### config.mk
export PLATFORM = sky130hd
export DESIGN_NAME = sr_cmd_conditioner
export DESIGN_NICKNAME = d
export VERILOG_FILES = /design/src/rtl/sr_cond_pkg.sv /design/src/rtl/debounce_ch.sv /design/src/rtl/sr_cmd_conditioner.sv
export SDC_FILE = /design/constraint.sdc
export NUM_CORES = 1
export LEC_CHECK = 0
export BUFFER_PORTS_ARGS = -buffer_cell sky130_fd_sc_hd__buf_2
export CAP_MARGIN = 20
export CORE_ASPECT_RATIO = 1.75
export CORE_UTILIZATION = 45
export DETAILED_ROUTE_END_ITERATION = 8
export GPL_TIMING_DRIVEN = 0
export PLACE_DENSITY = 0.65
export SYNTH_ARGS = -nofsm -noshare
export SYNTH_HDL_FRONTEND = slang
export SYNTH_SLANG_ARGS = --single-unit
### constraint.sdc
create_clock -name clk -period 1.3 [get_ports clk]
set_clock_uncertainty 0.15 [all_clocks]
set_input_delay 0.065 -clock clk [delete_from_list [all_inputs] [get_ports clk]]
set_output_delay 0.065 -clock clk [all_outputs]
set_load 0.01 [all_outputs]
### src/rtl/sr_cond_pkg.sv
// sr_cond_pkg: shared constants and sizing helper for the set/reset command conditioner.
package sr_cond_pkg;
   localparam int DEBOUNCE_CYCLES_DEFAULT = 4;
   localparam int SYNC_STAGES = 2;
   // Smallest width able to hold cycles-1, never narrower than one bit.
   function automatic int cnt_w_for(input int cycles);
      return (cycles <= 2) ? 1 : $clog2(cycles);
   endfunction
endpackage

### src/rtl/debounce_ch.sv
// debounce_ch: synchronise, debounce and rising-edge detect one raw button.
module debounce_ch
   import sr_cond_pkg::*;
#(
   parameter int DEBOUNCE_CYCLES = DEBOUNCE_CYCLES_DEFAULT,
   parameter int CNT_W = 8
) (
   input  logic clk,
   input  logic rst_n,
   input  logic btn_i,
   output logic press_o
);
   localparam logic [CNT_W-1:0] CNT_MAX = CNT_W'(DEBOUNCE_CYCLES - 1);
   logic [SYNC_STAGES-1:0] sync_q;
   logic [CNT_W-1:0] cnt_q, cnt_d;
   logic deb_q, deb_d, deb_prev_q;
   logic sync, accept;
   assign sync = sync_q[SYNC_STAGES-1];
   // A differing level is accepted only after the counter has run its full span.
   assign accept = (sync != deb_q) && (cnt_q == CNT_MAX);
   always_comb begin
      cnt_d = (sync == deb_q || accept) ? '0 : cnt_q + 1'b1;
      deb_d = accept ? sync : deb_q;
   end
   always_ff @(posedge clk or negedge rst_n) begin
      if (!rst_n) begin
         sync_q     <= '0;
         cnt_q      <= '0;
         deb_q      <= 1'b0;
         deb_prev_q <= 1'b0;
      end else begin
         sync_q     <= {sync_q[SYNC_STAGES-2:0], btn_i};
         cnt_q      <= cnt_d;
         deb_q      <= deb_d;
         deb_prev_q <= deb_q;
      end
   end
   assign press_o = deb_q & ~deb_prev_q;
endmodule

### src/rtl/sr_cmd_conditioner.sv
// sr_cmd_conditioner: debounced set/reset presses turned into mutually exclusive one-cycle pulses.
module sr_cmd_conditioner
   import sr_cond_pkg::*;
#(
   parameter int DEBOUNCE_CYCLES = DEBOUNCE_CYCLES_DEFAULT,
   parameter int CNT_W = 8
) (
   input  logic clk,
   input  logic rst_n,
   input  logic set_btn,
   input  logic reset_btn,
   output logic s,
   output logic r,
   output logic conflict
);
   logic set_press, rst_press;
   logic want_s, want_r;
   logic s_q, s_d, r_q, r_d, conflict_q, conflict_d;
   logic s_pend_q, s_pend_d, r_pend_q, r_pend_d;
   debounce_ch #(.DEBOUNCE_CYCLES(DEBOUNCE_CYCLES), .CNT_W(CNT_W)) u_set (
      .clk(clk), .rst_n(rst_n), .btn_i(set_btn), .press_o(set_press)
   );
   debounce_ch #(.DEBOUNCE_CYCLES(DEBOUNCE_CYCLES), .CNT_W(CNT_W)) u_rst (
      .clk(clk), .rst_n(rst_n), .btn_i(reset_btn), .press_o(rst_press)
   );
   // Fresh presses join the pending flags in the same cycle so no latency is added.
   always_comb begin
      want_s     = s_pend_q | set_press;
      want_r     = r_pend_q | rst_press;
      s_d        = want_s;
      r_d        = want_r & ~want_s;
      conflict_d = set_press & rst_press;
      s_pend_d   = want_s & ~s_d;
      r_pend_d   = want_r & ~r_d;
   end
   always_ff @(posedge clk or negedge rst_n) begin
      if (!rst_n) begin
         s_q        <= 1'b0;
         r_q        <= 1'b0;
         conflict_q <= 1'b0;
         s_pend_q   <= 1'b0;
         r_pend_q   <= 1'b0;
      end else begin
         s_q        <= s_d;
         r_q        <= r_d;
         conflict_q <= conflict_d;
         s_pend_q   <= s_pend_d;
         r_pend_q   <= r_pend_d;
      end
   end
   assign s        = s_q;
   assign r        = r_q;
   assign conflict = conflict_q;
endmodule
==> results of run 1 <==
synthesized netlist by cell type, drive strengths merged, types with 2 or more instances:
master / instances
a21oi: 7
xnor2: 4
o21ai: 6
nand2: 4
nand3: 9
inv: 4
nor2: 12
nand4: 2
xor2: 4
dfrtp: 28
mux2: 2
or3: 6
ha: 2
nor2b: 2
worst max-delay path by stage:
stage / endpoint / slack (ns) / depth (start not counted)
2_1_floorplan: u_rst.cnt_q[6] / -0.1 / 4
4_1_cts: u_set.deb_q / -0.11 / 3
5_1_grt: u_set.deb_q / -0.16 / 3
3_3_place_gp: u_rst.cnt_q[6] / -0.18 / 4
3_5_place_dp: u_rst.cnt_q[5] / -0.19 / 4
6_report: u_set.deb_q / -0.11 / 3
layout make-up:
type | instances | area share, %
Tap cell | 25 | 2.15
Timing Repair Buffer | 20 | 10.1
Inverter | 4 | 1.03
Sequential cell | 28 | 48.6
Clock buffer | 3 | 2.84
Multi-Input combinational cell | 66 | 33.2
Clock inverter | 1 | 2.07
cells by family (layout without fill, tap and decap cells):
group                      count (synthesis)  after routing  share of synthesized area, %
AOI/OAI and AO/OA                         15             15                          7.56
xor gates and xnor gates                   8              8                          6.23
adders and majority gates                  2              2                          2.22
buffers and inverters                      4             28                          1.33
DFF                                       28             28                          62.3
muxes                                      2              2                          2.00
and+or+nand+nor                           39             39                          18.4
sequential cells by signal (all words and copies together), names as in the netlist:
register,cells
u_set.deb_q,1
u_set.deb_prev_q,1
u_rst.sync_q,2
u_rst.deb_q,1
r,1
u_set.cnt_q,8
s,1
u_set.sync_q,2
u_rst.cnt_q,8
conflict,1
r_pend_q,1
u_rst.deb_prev_q,1
metal layers:
layer	wire, um	vias to the layer above	GRT usage, %
met4	18	0	9.05
li1	-	385	-
met5	0	-	0
met3	41	2	1.95
met1	802	373	21.2
met2	1040	15	29.5
where the power goes:
part	switching (W)	internal, W
sequential	0.000156	0.00105
combinational	0.000337	0.000386
clock	0.000251	0.000412
stage by stage:
step | hold WS [ns] | utilization (%)
CTS | 0.205 | 60.0
floorplan | -0.381 | -
global route | 0.225 | 62.3
finish | 0.185 | 62.3
detailed placement | -0.0380 | 51.9
global placement | -0.0456 | 51.9
timing repair:
item                                   in CTS  in global routing
endpoints found under the hold margin      30                  0
hold buffers                                3                  0
pin swaps                                   9                  6
setup buffers                               8                  3
gates resized for setup                     7                  8
setup endpoints to repair                  15                 15
==> run_results.csv, run 1 <==
group,metric,value,unit
status,status,"finished, violations left",
status,violations,"negative setup slack",
sta,worst_slack,-0.114,ns
grt,grt_pass1_wl,3.29,mm
place,place_area,0.00121,mm^2
detailed_routing,via_count,775,
final_layout,area_delta_synth_final,29.1,%
place,dp_slack,-0.192,ns
grt,antenna_found_initial,0,
clocking,cts_max_path_buffers,2,
sta,max_freq,0.707,GHz
logic_synthesis,async_flop_share,100,%
place,dp_hpwl,1.17,mm
worst_setup_path,path_class,"reg -> reg",
detailed_routing,avgViaCountPerCell,5.27,
logic_synthesis,ys_warn_count,0,
worst_setup_path,rr_worst_depth,3,
logic_synthesis,avgSynthCellArea,11.5,um^2
detailed_routing,drc,0,
grt,grt_max_degree,29,
worst_setup_path,critPathLaunch,"u_set.cnt_q[3]",
final_layout,final_area,0.00145,mm^2
min_path,min_path_type,"in -> async",
floorplan,rows,23,
sta,timing.final.crit_share,109,%
sta,setup_tns,-0.544,ns
detailed_routing,wl_per_cell,12.9,um
sta,slew_headroom,59.5,%
worst_setup_path,r2r_slack,-0.11,ns
clocking,cts.htree.levels,1,
worst_setup_path,crit_slowest_cell,"dfrtp_2",
logic_synthesis,synth_cell_types,22,
place,place.gp.congestion,0.758,
detailed_routing,wirelength,1.90,mm
place,place_inst,129,
logic_synthesis,ys_seq_area_share,62.3,%
worst_setup_path,critPathLaunchType,"register",
detailed_routing,detail-route-antenna-nets,0,
power,p_per_area,1790,mW/mm^2
final_layout,antenna_cells,0,
final_layout,fin_cells,147,
final_layout,multiInputGateArea,483,um^2
floorplan,core_area,0.00233,mm^2
logic_synthesis,synth.net_count,104,
clocking,cts_root_buf,"clkbuf_8",
floorplan,dieWidth,39.8,um
final_layout,layout_common_cells,"dfrtp_1, nor2_1, buf_4, nand3_1",
clocking,clkLatencyLatePin,0.27,ns
floorplan,pin_count,7,
sta,hold_violations,0,
floorplan,die_area,0.00271,mm^2
logic_synthesis,netlist_area,0.00112,mm^2
clocking,numCtsBuffers,3,
grt,track_usage,17.6,%
worst_setup_path,path_max_fanout,3,
final_layout,register_area,706,um^2
final_layout,final_common_cell,"dfrtp_1",
worst_setup_path,cp_num_buf_inv,0,
worst_setup_path,r2r-end,"u_set.deb_q",
worst_setup_path,path_cells,"nor4_4 -> nand3_1 -> mux2_4",
sta,final-setup-viol-count,15,
logic_synthesis,netlist.area_leader.share,62.3,%
clocking,cts_tree,"yes",
detailed_routing,drt_iter0_markers,11,
grt,grt_pass1_vias,782,
place,port_buffers,6,
worst_setup_path,path_delay_family,"flip-flops",
logic_synthesis,dominantRegCellSynth,"dfrtp_1",
worst_setup_path,worst-endpoint-required,1.31,ns
worst_setup_path,timing.rr.start,"u_set.cnt_q[3]",
power,leakage,0.637,nW
sta,min_period,1.41,ns
final_layout,fill_cells,176,
final_layout,final_layout_size_suffix_gt1_share,32.8,%
logic_synthesis,synth-edff-count,0,
sta,slew_viol_final,0,
run,cap_viol_max_count,0,
logic_synthesis,netlist_instances,98,
sta,rsz0062_at_grt,"true",
floorplan,start_util,48.3,%
power,finalPower,0.00259,W
clocking,clkSlewWorstSetupHoldPaths,0.09,ns
final_layout,final_nets,129,
worst_setup_path,cpPeakStageDelay,0.45,ns
sta,tightest_slew,0.608,ns
logic_synthesis,netlist_top_cells_area,"dfrtp_1, nand3_1, nor2_1",
power,ir_drop,0.00116,V
clocking,cts.sinks,28,
logic_synthesis,yosysTopAreaCell,"dfrtp_1",
worst_setup_path,cp.arrival,1.42,ns
detailed_routing,dr.pass1.iters,4,
grt,gr-total-overflow,0,
worst_setup_path,end_kind,"register",
logic_synthesis,ys_ff_latch,28,
floorplan,dieHeight,68.1,um
(Power assumes the default switching activity.)
==> run 2, diff against run 1 <==
--- a/config.mk
+++ b/config.mk
@@ -5,6 +5,7 @@
 export SDC_FILE = /design/constraint.sdc
 export NUM_CORES = 1
 export LEC_CHECK = 0
+export ABC_AREA = 1
 export BUFFER_PORTS_ARGS = -buffer_cell sky130_fd_sc_hd__buf_2
 export CAP_MARGIN = 20
 export CORE_ASPECT_RATIO = 1.75
==> run_results.csv, run 2 <==
group,metric,value,unit
worst_setup_path,end_kind,"register",
final_layout,antenna_cells,0,
worst_setup_path,path_max_fanout,8,
detailed_routing,wl_per_cell,11.4,um
final_layout,final_area,0.00149,mm^2
detailed_routing,dr.pass1.iters,4,
sta,rsz0062_at_grt,"true",
logic_synthesis,ys_seq_area_share,58.1,%
logic_synthesis,avgSynthCellArea,9.00,um^2
worst_setup_path,path_delay_family,"simple AND/OR/NAND/NOR gates",
grt,grt_pass1_wl,3.45,mm
floorplan,start_util,47.8,%
worst_setup_path,path_cells,"ha_2 -> nand2_2 -> nor2_4 -> nand2_2 -> nand2_4 -> nor2_2",
sta,tightest_slew,0.609,ns
logic_synthesis,yosysMostFrequentCell,"nand2_1",
clocking,cts.htree.levels,1,
clocking,clkLatencyLatePin,0.28,ns
clocking,cts_root_buf,"clkbuf_8",
power,finalPower,0.00253,W
min_path,min_path_type,"in -> async",
detailed_routing,avgViaCountPerCell,4.86,
final_layout,final_layout_size_suffix_gt1_share,25.2,%
worst_setup_path,path_common_cell,"nand2_2",
sta,slew_headroom,59.4,%
sta,max_freq,0.746,GHz
detailed_routing,detail-route-antenna-nets,0,
clocking,cts_max_path_buffers,2,
final_layout,fill_cells,234,
grt,grt_max_degree,29,
logic_synthesis,synth-edff-count,0,
sta,hold_violations,0,
logic_synthesis,synth_cell_types,17,
logic_synthesis,dominantRegCellSynth,"dfrtp_1",
logic_synthesis,netlist_top_cells_area,"dfrtp_1, nand2_1, nor2_1",
floorplan,rows,24,
detailed_routing,via_count,879,
worst_setup_path,path_class,"reg -> reg",
floorplan,dieWidth,41.1,um
clocking,clkSlewWorstSetupHoldPaths,0.09,ns
detailed_routing,wirelength,2.07,mm
grt,antenna_found_initial,0,
sta,worst_slack,-0.0402,ns
floorplan,core_area,0.00252,mm^2
logic_synthesis,netlist_instances,134,
worst_setup_path,crit_slowest_cell,"dfrtp_1",
power,leakage,0.683,nW
floorplan,die_area,0.00290,mm^2
worst_setup_path,cpPeakStageDelay,0.38,ns
clocking,numCtsBuffers,3,
power,p_per_area,1710,mW/mm^2
floorplan,pin_count,7,
clocking,cts.sinks,28,
status,violations,"negative setup slack",
sta,final-setup-viol-count,13,
power,ir_drop,0.00107,V
final_layout,final_common_cell,"nand2_1",
sta,timing.final.crit_share,103,%
logic_synthesis,ys_ff_latch,28,
logic_synthesis,yosysTopAreaCell,"dfrtp_1",
logic_synthesis,async_flop_share,100,%
logic_synthesis,netlist_area,0.00121,mm^2
worst_setup_path,worst-endpoint-required,1.32,ns
logic_synthesis,yosys-top-cells-count,"nand2_1, dfrtp_1, nor2_1, inv_1, nand3_1",
worst_setup_path,critPathLaunchType,"register",
final_layout,area_delta_synth_final,23.1,%
detailed_routing,drt_iter0_markers,14,
floorplan,dieHeight,70.5,um
place,place_area,0.00127,mm^2
clocking,cts_tree,"yes",
logic_synthesis,netlist.area_leader.share,58.1,%
worst_setup_path,cp.arrival,1.36,ns
run,cap_viol_max_count,0,
place,port_buffers,6,
grt,grt_pass1_vias,881,
detailed_routing,drc,0,
status,status,"finished, violations left",
grt,gr-total-overflow,0,
final_layout,final_nets,162,
logic_synthesis,ys_warn_count,0,
logic_synthesis,synth.net_count,140,
sta,min_period,1.34,ns
place,dp_hpwl,1.36,mm
final_layout,layout_common_cells,"nand2_1, dfrtp_1, nor2_1, inv_1",
worst_setup_path,cp_num_buf_inv,0,
final_layout,top_regs,"u_rst.cnt_q x8, u_set.cnt_q x8",
grt,track_usage,17.4,%
sta,slew_viol_final,0,
place,place.gp.congestion,0.686,
-- run 2: changes by cell type after synthesis, sizes merged, moves of 2 or more --
cell    delta
o21bai     +3
inv       +11
nand2     +29
nor2      +18
a21oi      -5
mux2       -2
nand4      -2
or3        -6
nor2b      -2
o21ai      -2
xnor2      -2
-- run 2: kinds of logic (layout without fill, tap and decap cells) --
family	Yosys count	count (layout)	share of synthesized area [%]
and+or+nand+nor	74	74	25.5
xor gates and xnor gates	6	6	4.36
AOI/OAI and AO/OA	9	9	5.29
DFF	28	28	58.1
adders and majority gates	2	2	2.07
buffers and inverters	15	36	4.67
-- run 2: what timing repair did --
item                       in CTS  in global routing
pin swaps                       4                  5
setup endpoints to repair      18                 17
hold buffers                    3                  0
gates resized for setup         7                 10
hold endpoints to repair       30                  0
cloned                          0                  0
setup buffers                   7                  1
-- run 2: worst register-to-register path: cells and delay by family (launching register included) --
kind          cells  cell delay (ns)
fa+ha+maj         1             0.22
flops             1             0.38
simple gates      5             0.48
-- run 2: final timing paths --
path | from | end | slack [ns] | depth (start not counted)
max | u_set.cnt_q[1] | u_set.cnt_q[6] | -0.04 | 6
min reg2reg | u_rst.sync_q[0] | u_rst.sync_q[1] | 0.21 | 0
max in group asynchronous | rst_n | u_rst.cnt_q[2] | 0.39 | 2
min | rst_n | u_rst.cnt_q[6] | 0.18 | 2
min in group clk | u_rst.sync_q[0] | u_rst.sync_q[1] | 0.21 | 0
max reg2reg | u_set.cnt_q[1] | u_set.cnt_q[6] | -0.04 | 6
-- run 2: layout make-up --
type / count / area [um^2] / area share, %
Sequential cell: 28 / 703 / 47.3
Tap cell: 26 / 32.5 / 2.19
Inverter: 15 / 56.3 / 3.79
Clock inverter: 1 / 30.0 / 2.02
Timing Repair Buffer: 17 / 120 / 8.09
Multi-Input combinational cell: 91 / 502 / 33.8
Clock buffer: 3 / 41.3 / 2.78
-- run 2: power by group --
group	leakage [nW]	total, W	switching (W)	internal (W)
sequential	0.367	0.00115	0.000116	0.00103
clock	0.0357	0.000673	0.000261	0.000412
combinational	0.281	0.000711	0.000396	0.000315
total	0.683	0.00253	0.000772	0.00176
-- run 2: through the flow --
step	util [%]	std cells	worst slack [ns]	TNS [ns]	hold WS (ns)
floorplan	-	134	0.0212	0	-0.381
global placement	50.3	166	-0.112	-1.66	-0.0421
detailed placement	50.3	166	-0.152	-2.23	-0.0360
CTS	57.6	180	0.00159	0	0.198
global route	58.9	181	-0.0906	-1.23	0.216
finish	58.9	181	-0.0402	-0.299	0.181
-- run 2: metal layers --
| layer | share of wire (%) | routed length (um) | GRT usage, % | vias up |
|---|---|---|---|---|
| li1 | - | - | - | 451 |
| met1 | 40 | 825 | 18.7 | 415 |
| met2 | 56 | 1150 | 30.2 | 8 |
| met3 | 2.0 | 41 | 2.86 | 5 |
| met4 | 2.1 | 44 | 7.53 | 0 |
| met5 | 0 | 0 | 0 | - |
